$ cat src/rtl/serial_adder_ctrl.sv
// Bit-serial adder: one full-adder cell walks the operands LSB first,
// one bit per clock, and publishes sum/cout on a single completion edge.
//
// Ports:
//   clk   - clock, all state changes on the rising edge
//   rst   - synchronous active-high reset
//   start - begin an addition (accepted only in IDLE)
//   a, b  - WIDTH-bit operands, captured on the accept edge
//   cin   - carry-in, captured on the accept edge
//   busy  - high while bits are being processed (RUN)
//   done  - one-cycle completion pulse (DONE)
//   sum   - registered result, changes only on completion or reset
//   cout  - registered carry-out, changes only on completion or reset

// 1-bit full adder built from 2:1 selections.
// Ports: a_i, b_i, c_i operand/carry bits; s_o sum; co_o carry.
module full_adder_mux (
    input  logic a_i,
    input  logic b_i,
    input  logic c_i,
    output logic s_o,
    output logic co_o
);

    logic p;

    assign p    = a_i ^ b_i;
    // Propagate: sum is inverted carry, carry passes through.
    // Otherwise a_i == b_i and either one is the generated carry.
    assign s_o  = c_i ? ~p : p;
    assign co_o = p ? c_i : a_i;

endmodule

module serial_adder_ctrl #(
    parameter int WIDTH = 8
) (
    input  logic             clk,
    input  logic             rst,
    input  logic             start,
    input  logic [WIDTH-1:0] a,
    input  logic [WIDTH-1:0] b,
    input  logic             cin,
    output logic             busy,
    output logic             done,
    output logic [WIDTH-1:0] sum,
    output logic             cout
);

    localparam int CW = $clog2(WIDTH + 1);
    localparam logic [CW-1:0] LAST = CW'(WIDTH - 1);

    typedef enum logic [1:0] {
        IDLE,
        RUN,
        DONE
    } state_t;

    state_t           state_q, state_d;
    logic [WIDTH-1:0] a_q, a_d;
    logic [WIDTH-1:0] b_q, b_d;
    logic [WIDTH-1:0] ps_q, ps_d;
    logic [WIDTH-1:0] sum_q, sum_d;
    logic             c_q, c_d;
    logic             cout_q, cout_d;
    logic [CW-1:0]    cnt_q, cnt_d;

    logic             fa_s;
    logic             fa_co;
    logic [WIDTH-1:0] ps_next;

    full_adder_mux u_fa (
        .a_i  (a_q[0]),
        .b_i  (b_q[0]),
        .c_i  (c_q),
        .s_o  (fa_s),
        .co_o (fa_co)
    );

    // New sum bit enters at the MSB; after WIDTH shifts bit 0 sits at LSB.
    assign ps_next = {fa_s, ps_q[WIDTH-1:1]};

    always_comb begin
        state_d = state_q;
        a_d     = a_q;
        b_d     = b_q;
        ps_d    = ps_q;
        sum_d   = sum_q;
        c_d     = c_q;
        cout_d  = cout_q;
        cnt_d   = cnt_q;

        unique case (state_q)
            IDLE: begin
                if (start) begin
                    a_d     = a;
                    b_d     = b;
                    c_d     = cin;
                    cnt_d   = '0;
                    state_d = RUN;
                end
            end
            RUN: begin
                ps_d  = ps_next;
                c_d   = fa_co;
                a_d   = a_q >> 1;
                b_d   = b_q >> 1;
                cnt_d = cnt_q + 1'b1;
                if (cnt_q == LAST) begin
                    sum_d   = ps_next;
                    cout_d  = fa_co;
                    state_d = DONE;
                end
            end
            DONE: begin
                state_d = IDLE;
            end
            default: begin
                state_d = IDLE;
            end
        endcase
    end

    always_ff @(posedge clk) begin
        if (rst) begin
            state_q <= IDLE;
            a_q     <= '0;
            b_q     <= '0;
            ps_q    <= '0;
            sum_q   <= '0;
            c_q     <= 1'b0;
            cout_q  <= 1'b0;
            cnt_q   <= '0;
        end else begin
            state_q <= state_d;
            a_q     <= a_d;
            b_q     <= b_d;
            ps_q    <= ps_d;
            sum_q   <= sum_d;
            c_q     <= c_d;
            cout_q  <= cout_d;
            cnt_q   <= cnt_d;
        end
    end

    assign busy = (state_q == RUN);
    assign done = (state_q == DONE);
    assign sum  = sum_q;
    assign cout = cout_q;

endmodule

$ cat config.mk
export PLATFORM = sky130hd
export DESIGN_NAME = serial_adder_ctrl
export DESIGN_NICKNAME = d
export VERILOG_FILES = /design/src/rtl/serial_adder_ctrl.sv
export SDC_FILE = /design/constraint.sdc
export NUM_CORES = 1
export LEC_CHECK = 0
export ABC_AREA = 1
export BUFFER_PORTS_ARGS = -buffer_cell sky130_fd_sc_hd__buf_2
export CORE_ASPECT_RATIO = 0.9
export CORE_MARGIN = 4
export CORE_UTILIZATION = 54
export DETAILED_ROUTE_END_ITERATION = 16
export GPL_ROUTABILITY_DRIVEN = 0
export GPL_TIMING_DRIVEN = 0
export HOLD_SLACK_MARGIN = 0.08
export PLACE_DENSITY = 0.88
export SYNTH_ARGS = -nofsm -noshare
export SYNTH_HDL_FRONTEND = slang
export SYNTH_SLANG_ARGS = --single-unit
$ cat constraint.sdc
create_clock -name clk -period 1.5 [get_ports clk]
set_input_delay 0.3 -clock clk [delete_from_list [all_inputs] [get_ports clk]]
set_output_delay 0.3 -clock clk [all_outputs]
set_load 0.01 [all_outputs]
==> results of run 1 <==
repair_timing:
action	4_1_cts	5_1_grt
endpoints found under the setup margin	1	3
resized for setup	2	3
setup buffers	1	0
Yosys cell counts (all sizes together):
| cell | count |
|---|---|
| nand4 | 1 |
| nand3 | 32 |
| inv | 24 |
| o21ai | 20 |
| nand2 | 65 |
| dfxtp | 39 |
| a21oi | 2 |
| ha | 1 |
| buf | 8 |
| nor2 | 59 |
| clkbuf | 3 |
final timing paths:
| kind | from | endpoint | depth (start not counted) |
|---|---|---|---|
| max | state_q[1]$_SDFFE_PP0P_ | busy | 4 |
| min | b[0] | b_q[0]$_SDFFE_PP0P_ | 3 |
| max reg2reg | cnt_q[0]$_SDFFE_PP0P_ | sum[1]$_SDFFE_PP0P_ | 6 |
| min reg2reg | a_q[7]$_SDFFE_PP0P_ | a_q[7]$_SDFFE_PP0P_ | 2 |
metrics by stage:
stage          setup slack [ps]  cell area, um2  hold slack (ps)  std cells
3_5_place_dp                191            1970              468        326
2_1_floorplan               363            1770              410        254
5_1_grt                    21.0            2040              148        334
3_3_place_gp                183            1970              454        326
4_1_cts                    55.8            2040              132        334
6_report                   72.8            2040              134        334
power groups by stage:
stage / clock (uW) / combinational [uW] / sequential [uW]
floorplan: 0 / 241 / 1150
global placement: 0 / 318 / 1160
detailed placement: 0 / 327 / 1160
CTS: 615 / 322 / 1140
global route: 655 / 366 / 1150
finish: 614 / 326 / 1140
kinds of logic (layout without fill, tap and decap cells):
group | after synthesis | count (layout) | synth area share
buffers and inverters | 35 | 73 | 0.103
AOI/OAI and AO/OA | 22 | 22 | 0.0644
adders and majority gates | 1 | 1 | 0.00708
and+or+nand+nor | 157 | 157 | 0.384
DFF | 39 | 39 | 0.442
critical path, delay by kind of cell (launching register included):
kind	cells	cell delay, ps
buf+inv	3	340
flops	1	350
simple gates	1	80
layout make-up:
class / instances / share of cell area
plain buffers: 10 / 0.0386
clock buffers: 8 / 0.0337
inverters: 24 / 0.0478
multi-input cells: 180 / 0.394
flip-flops and latches: 39 / 0.383
well taps: 42 / 0.0257
repair buffers: 31 / 0.0772
flip-flops by register name, summed over array words and instances, names as in the netlist:
| name | cells |
|---|---|
| cnt_q | 4 |
| c_q | 1 |
| b_q | 8 |
| cout | 1 |
| ps_q | 7 |
| a_q | 8 |
| state_q | 2 |
| sum | 8 |
cell usage in the layout, fill, tap and decap left out, types with 4 or more instances in the layout:
cell / instances
nand2_1: 62
nor2_1: 57
nand3_1: 30
inv_1: 22
dfxtp_1: 37
clkbuf_4: 5
buf_2: 33
clkbuf_1: 4
o21ai_0: 19
per-layer routing:
layer  share of wire  GRT usage
met3           0.050     0.0378
met2            0.49      0.318
met5               0          0
met1            0.45      0.264
met4           0.013     0.0819
==> results.json, run 1 <==
{
  "outcome": "finished, final reports clean",
  "fmax_ghz": 0.701,
  "worst_slew_pin_slew_ps": 509,
  "grt_overflow": 0,
  "cp-start-kind": "register",
  "post-route-period-util": 0.951,
  "nets": 312,
  "peakVddDrop_mv": 0.707,
  "cts_made_buffers": 5,
  "synth_warnings": 0,
  "maxCapViolCount": 0,
  "slowest_stage": "dfxtp_2",
  "hold_path_class": "primary input to register",
  "synth.area.top_cells": "dfxtp_1, nand2_1, nor2_1",
  "cp-end-kind": "output pin",
  "synth_top_area_share": 0.442,
  "io_pins": 31,
  "grt_pass1_wl_um": 6550,
  "ys_seq_area_frac": 0.442,
  "num_rows": 19,
  "num-fill-cells": 297,
  "cts_tree": "done",
  "p_switching_uw": 578,
  "routed_wl_um": 3920,
  "p_leak_uw": 0.00101,
  "ff_latch_area_um2": 783,
  "finalHoldViolCount": 0,
  "drt-wirelength-per-cell_um": 11.7,
  "initial_core_util": 0.572,
  "power_frac_seq": 0.548,
  "clkPwrFrac": 0.296,
  "intPower_uw": 1500,
  "setup_tns_ps": 0,
  "max_stage_delay_ps": 350,
  "final_util": 0.661,
  "critPathKind": "register to output pin",
  "r2r_slack_ps": 170,
  "drive_above_1_share": 0.195,
  "crit_arrival_ps": 1130,
  "htreeDepth": 2,
  "period_needed_ps": 1430,
  "syn_avg_cell_area_um2": 6.96,
  "die_h_um": 62.3,
  "finalPower_uw": 2080,
  "area_growth_pct": 15.6,
  "antenna_found_initial": 0,
  "grt_pass1_vias": 1454,
  "cts_max_path_buffers": 2,
  "track_usage": 0.201,
  "final_max_slew_viol_count": 0,
  "coreArea_um2": 3090,
  "synth.distinct_cells": 21,
  "dieArea_um2": 4250,
  "drt_iter0_drc": 87,
  "post_drt_via_cell_ratio": 5.02,
  "swShare": 0.278,
  "dr.pass1.iters": 4,
  "die_w_um": 68.3,
  "drc": 0,
  "p_per_area_nw_per_um2": 1020,
  "dp_hpwl_um": 2800,
  "p_comb_frac": 0.157,
  "path_cells": "inv_2, nand2_4, inv_8, buf_2",
  "synth_seq_cells": 39,
  "portBuffers": 30,
  "clockRootBuffer": "clkbuf_4",
  "synth_area_leader_cell": "dfxtp_1",
  "syn-num-nets": 275,
  "clk_pin_slew_ps": 120,
  "fin_worst_skew_ps": 11.5,
  "slew_headroom": 0.661,
  "grt_setup_unrepaired": "false",
  "worstSkewPairLatency_ps": 350,
  "postRouteAntennaNets": 0,
  "setup_viol": 0,
  "antenna_cells": 0,
  "grt_max_degree": 19,
  "worstPathRequired_ps": 1200,
  "hold_buffers": 0,
  "vias": 1677,
  "multi_input_area_um2": 805,
  "syn_inst": 254,
  "syn_area_um2": 1770,
  "cts.sinks": 39,
  "cp_max_fo": 18
}
No activity file was read; power rests on OpenSTA's default activity.
==> run 2: changes to the inputs <==
--- a/config.mk
+++ b/config.mk
@@ -9,12 +9,14 @@
 export BUFFER_PORTS_ARGS = -buffer_cell sky130_fd_sc_hd__buf_2
 export CORE_ASPECT_RATIO = 0.9
 export CORE_MARGIN = 4
-export CORE_UTILIZATION = 54
+export CORE_UTILIZATION = 57
+export CTS_BUF_LIST = sky130_fd_sc_hd__clkbuf_4
 export DETAILED_ROUTE_END_ITERATION = 16
 export GPL_ROUTABILITY_DRIVEN = 0
 export GPL_TIMING_DRIVEN = 0
 export HOLD_SLACK_MARGIN = 0.08
-export PLACE_DENSITY = 0.88
+export PLACE_DENSITY = 0.92
+export SKIP_LAST_GASP = 1
 export SYNTH_ARGS = -nofsm -noshare
 export SYNTH_HDL_FRONTEND = slang
 export SYNTH_SLANG_ARGS = --single-unit
==> run 2 against run 1 <==
Compared with the run above:
- count of clock-buffer cells in the layout shrank 3
- utilization up 5.5 points
- combinational power is essentially flat
- final cell count is 0.60% lower
- non-clock buffer count unchanged
- first-iteration DRC count grew 26%
- global-route usage increased by 1.4 points
- largest cell class unchanged
==> results.json, run 2 (synthesis results as in run 1) <==
{
  "final_common_cell": "nand2_1",
  "dr.pass1.iters": 4,
  "htreeDepth": 2,
  "dp_hpwl_um": 2890,
  "path_cells": "inv_2, nand2_4, inv_8, buf_2",
  "routed_wl_um": 3950,
  "hold_path_class": "primary input to register",
  "track_usage": 0.214,
  "drive_above_1_share": 0.195,
  "setup_viol": 0,
  "clockRootBuffer": "clkbuf_4",
  "most-common-layout-cells": "nand2_1, nor2_1, dfxtp_1",
  "die_w_um": 66.7,
  "grtUsageMet2": 0.370,
  "drt_iter0_drc": 110,
  "critPathTopFamily": "flip-flops",
  "num_rows": 18,
  "cts.sinks": 39,
  "io_pins": 31,
  "cts_tree": "done",
  "grt_overflow": 0,
  "antenna_cells": 0,
  "grt_setup_unrepaired": "false",
  "worstSkewPairLatency_ps": 350,
  "grt_pass1_vias": 1484,
  "cp-end-kind": "output pin",
  "max_stage_delay_ps": 350,
  "use_met1": 0.267,
  "p_leak_uw": 0.00102,
  "cp_num_buf_inv": 3,
  "outcome": "finished, final reports clean",
  "die_h_um": 60.8,
  "hold_slack_ps": 145,
  "worstPathRequired_ps": 1200,
  "coreArea_um2": 2860,
  "period_needed_ps": 1420,
  "portBuffers": 30,
  "worst_slack_ps": 80.1,
  "worst_slew_pin_slew_ps": 521,
  "area_growth_pct": 15.9,
  "nets": 312,
  "r2r_slack_ps": 120,
  "rr_startpoint": "cnt_q[0]$_SDFFE_PP0P_",
  "num-fill-cells": 255,
  "peakVddDrop_mv": 0.775,
  "fin_worst_skew_ps": 16.0,
  "grtUsageMet3": 0.0537,
  "p_per_area_nw_per_um2": 1050,
  "holdCritStartpoint": "b[7]",
  "drt-wirelength-per-cell_um": 11.9,
  "initial_core_util": 0.618,
  "slowest_stage": "dfxtp_2",
  "hold_buffers": 0,
  "hold_path_end": "b_q[7]$_SDFFE_PP0P_",
  "fin_cells": 332,
  "fmax_ghz": 0.704,
  "placed_cells": 324,
  "holdPathStages": 3,
  "r2r_cells": 6,
  "cp-start-kind": "register",
  "finalHoldViolCount": 0,
  "maxCapViolCount": 0,
  "cts_made_buffers": 5,
  "drc": 0,
  "cp_max_fo": 18,
  "dieArea_um2": 4060,
  "setup_tns_ps": 0,
  "timing.rr.end": "sum[6]$_SDFFE_PP0P_",
  "slew_headroom": 0.653,
  "grt_pass1_wl_um": 6560,
  "grt_max_degree": 19,
  "vias": 1663,
  "postRouteAntennaNets": 0,
  "critPathKind": "register to output pin",
  "dp_slack_ps": 189,
  "cts_max_path_buffers": 2,
  "post_drt_via_cell_ratio": 5.01,
  "antenna_found_initial": 0,
  "grt.busiest_layer": "met2",
  "clk_pin_slew_ps": 130,
  "final_max_slew_viol_count": 0,
  "post-route-period-util": 0.947,
  "crit_arrival_ps": 1120
}
[run 2: cell types whose count changed in the layout (fill, tap and decap cells not counted)]
cell / change
o21ai_0: +1
o21ai_1: -1
clkbuf_1: -1
clkinv_1: +1
clkbuf_8: -2
clkinv_2: +1
bufinv_16: +1
[run 2: routing by layer]
metal / vias up / share of wire
met5: - / 0
met4: 0 / 0.010
met3: 7 / 0.055
met2: 37 / 0.50
met1: 755 / 0.44
li1: 864 / -
[run 2: layout make-up]
cell class,instances,area [um2],share of cell area
repair buffers,31,158,0.0770
well taps,40,50.0,0.0244
plain buffers,10,78.8,0.0385
clock inverters,3,38.8,0.0189
clock buffers,5,37.5,0.0183
multi-input cells,180,805,0.393
flip-flops and latches,39,783,0.382
inverters,24,97.6,0.0476
[run 2: worst max-delay path by stage]
| stage | startpoint | to | slack (ps) | depth (start not counted) |
|---|---|---|---|---|
| after floorplan | cnt_q[0]$_SDFFE_PP0P_ | sum[7]$_SDFFE_PP0P_ | 360 | 6 |
| after global placement | rst | state_q[0]$_SDFFE_PP0P_ | 210 | 5 |
| after detailed placement | rst | state_q[0]$_SDFFE_PP0P_ | 190 | 5 |
| after CTS | state_q[1]$_SDFFE_PP0P_ | busy | 50 | 4 |
| after global routing | state_q[1]$_SDFFE_PP0P_ | done | 8 | 4 |
| final | state_q[1]$_SDFFE_PP0P_ | busy | 80 | 4 |
[run 2: metrics by stage]
stage	power, uW	area, um2	util
2_1_floorplan	1390	1770	-
3_3_place_gp	1470	1970	0.688
3_5_place_dp	1490	1970	0.688
4_1_cts	2160	2050	0.715
5_1_grt	2260	2050	0.716
6_report	2150	2050	0.716
[run 2: timing repair]
action	CTS	global route
endpoints found under the setup margin	1	1
setup buffers	1	0
gates resized for setup	3	1
gates cloned	0	0
[run 2: power breakdown]
group / switching, uW / total [uW] / internal (uW)
logic: 201 / 327 / 127
registers: 41.6 / 1140 / 1100
clock network: 342 / 685 / 343
[run 2: worst min-delay path, delay by kind of cell]
kind | cells | cell delay, ps
compound gates | 1 | 60
buf+inv | 1 | 70
simple gates | 1 | 40
==> run 3: changes to the inputs <==
--- a/config.mk
+++ b/config.mk
@@ -8,7 +8,7 @@
 export ABC_AREA = 1
 export BUFFER_PORTS_ARGS = -buffer_cell sky130_fd_sc_hd__buf_2
 export CORE_ASPECT_RATIO = 0.9
-export CORE_MARGIN = 4
+export CORE_MARGIN = 10
 export CORE_UTILIZATION = 57
 export CTS_BUF_LIST = sky130_fd_sc_hd__clkbuf_4
 export DETAILED_ROUTE_END_ITERATION = 16
==> run 3 against run 2 <==
Compared with the run above:
- design area is 0.92% lower
- via count grew 1.3%
- critical path type unchanged
- power fell by 7.8%
- critical path depth did not move
- largest power group unchanged
- sequential power is essentially flat
- critical endpoint unchanged
==> results.json, run 3 (synthesis results as in run 1) <==
{
  "grt_overflow": 0,
  "drt-wirelength-per-cell_um": 12.0,
  "crit_arrival_ps": 1130,
  "period_needed_ps": 1430,
  "setup_viol": 0,
  "maxCapViolCount": 0,
  "cts_max_path_buffers": 2,
  "worst_slew_pin_slew_ps": 501,
  "setup_tns_ps": 0,
  "cp-start-kind": "register",
  "ff_latch_area_um2": 783,
  "grt_setup_unrepaired": "false",
  "postRouteAntennaNets": 0,
  "multi_input_area_um2": 807,
  "hold_path_class": "primary input to register",
  "grt_pass1_vias": 1557,
  "critPathKind": "register to output pin",
  "p_per_area_nw_per_um2": 977,
  "num_rows": 19,
  "finalHoldViolCount": 0,
  "fmax_ghz": 0.699,
  "cts.sinks": 39,
  "antenna_cells": 0,
  "final_max_slew_viol_count": 0,
  "io_pins": 31,
  "initial_core_util": 0.586,
  "clk_pin_slew_ps": 110,
  "coreArea_um2": 3020,
  "die_w_um": 78.7,
  "hold_slack_ps": 134,
  "die_h_um": 72.8,
  "worstPathRequired_ps": 1200,
  "outcome": "finished, final reports clean",
  "vias": 1684,
  "grt_max_degree": 19,
  "antenna_found_initial": 0,
  "cts_made_buffers": 5,
  "routed_wl_um": 4020,
  "grt_pass1_wl_um": 6890,
  "fin_worst_skew_ps": 10.5,
  "hold_buffers": 0,
  "htreeDepth": 2,
  "peakVddDrop_mv": 0.717,
  "dr.pass1.iters": 4,
  "slew_headroom": 0.666,
  "drt_iter0_drc": 163,
  "drive_above_1_share": 0.195,
  "dp_hpwl_um": 2960,
  "track_usage": 0.149,
  "post-route-period-util": 0.954,
  "cp_max_fo": 18,
  "cts_tree": "done",
  "worstSkewPairLatency_ps": 350,
  "most-common-layout-cells": "nand2_1, nor2_1, dfxtp_1",
  "area_growth_pct": 14.8,
  "nets": 312,
  "portBuffers": 30,
  "p_leak_uw": 0.00100,
  "drc": 0,
  "clockRootBuffer": "clkbuf_4",
  "num-fill-cells": 283,
  "dieArea_um2": 5730,
  "cp-end-kind": "output pin",
  "post_drt_via_cell_ratio": 5.04,
  "final_common_cell": "nand2_1",
  "finalPower_uw": 1980
}
==> run 3: changes by cell type in the layout (fill, tap and decap cells not counted) <==
| cell | before | now |
|---|---|---|
| nor2_1 | 57 | 56 |
| o21ai_0 | 20 | 19 |
| bufinv_16 | 1 | 0 |
| nor2_2 | 1 | 2 |
| clkbuf_4 | 5 | 6 |
| clkinv_2 | 1 | 0 |
| clkinv_1 | 1 | 2 |
| o21ai_1 | 0 | 1 |
==> run 3: timing repair <==
item                                    in CTS  in global routing
buffers inserted                             1                  0
hold endpoints to repair                     0                  0
gates resized for setup                      4                  2
endpoints found under the setup margin       1                  2
==> run 3: metal layers <==
layer  GRT usage  wire [um]  part of all wire
met5           0          0                 0
met4      0.0616         68             0.017
met3      0.0517        195             0.048
met2       0.248       2000              0.50
met1       0.170       1760              0.44
==> run 3: stage by stage <==
step,setup slack [ps],utilization,area [um2],std cells
detailed placement,188,0.653,1970,326
CTS,70.7,0.671,2030,334
global route,1.36,0.672,2030,334
finish,69.1,0.672,2030,334
floorplan,363,-,1770,254
global placement,216,0.653,1970,326
==> run 3: layout make-up <==
class | count | area share
clock buffers | 6 | 0.0222
repair buffers | 31 | 0.0777
well taps | 42 | 0.0259
flip-flops and latches | 39 | 0.386
plain buffers | 10 | 0.0388
inverters | 24 | 0.0481
clock inverters | 2 | 0.00370
multi-input cells | 180 | 0.398
==> run 3: where the power goes <==
part           leakage, uW  switching, uW  internal, uW
Clock            0.0000307            328           192
Sequential        0.000319           43.0          1100
Combinational     0.000653            197           126
Total              0.00100            567          1410
==> run 3: path summary, 6_finish.rpt <==
check | start | depth (start not counted) | slack, ps | endpoint
worst min register to register | ps_q[1]$_SDFFE_PP0P_ | 2 | 490 | ps_q[1]$_SDFFE_PP0P_
worst max register to register | cnt_q[1]$_SDFFE_PP0P_ | 6 | 140 | sum[4]$_SDFFE_PP0P_
worst max-delay path | state_q[1]$_SDFFE_PP0P_ | 4 | 70 | busy
worst min-delay path | b[0] | 3 | 130 | b_q[0]$_SDFFE_PP0P_
==> run 3: worst max-delay path: stages, from the launching register on <==
cell and delay, ps:
dfxtp_2 350, inv_2 80, nand2_4 80, inv_8 120, buf_2 150
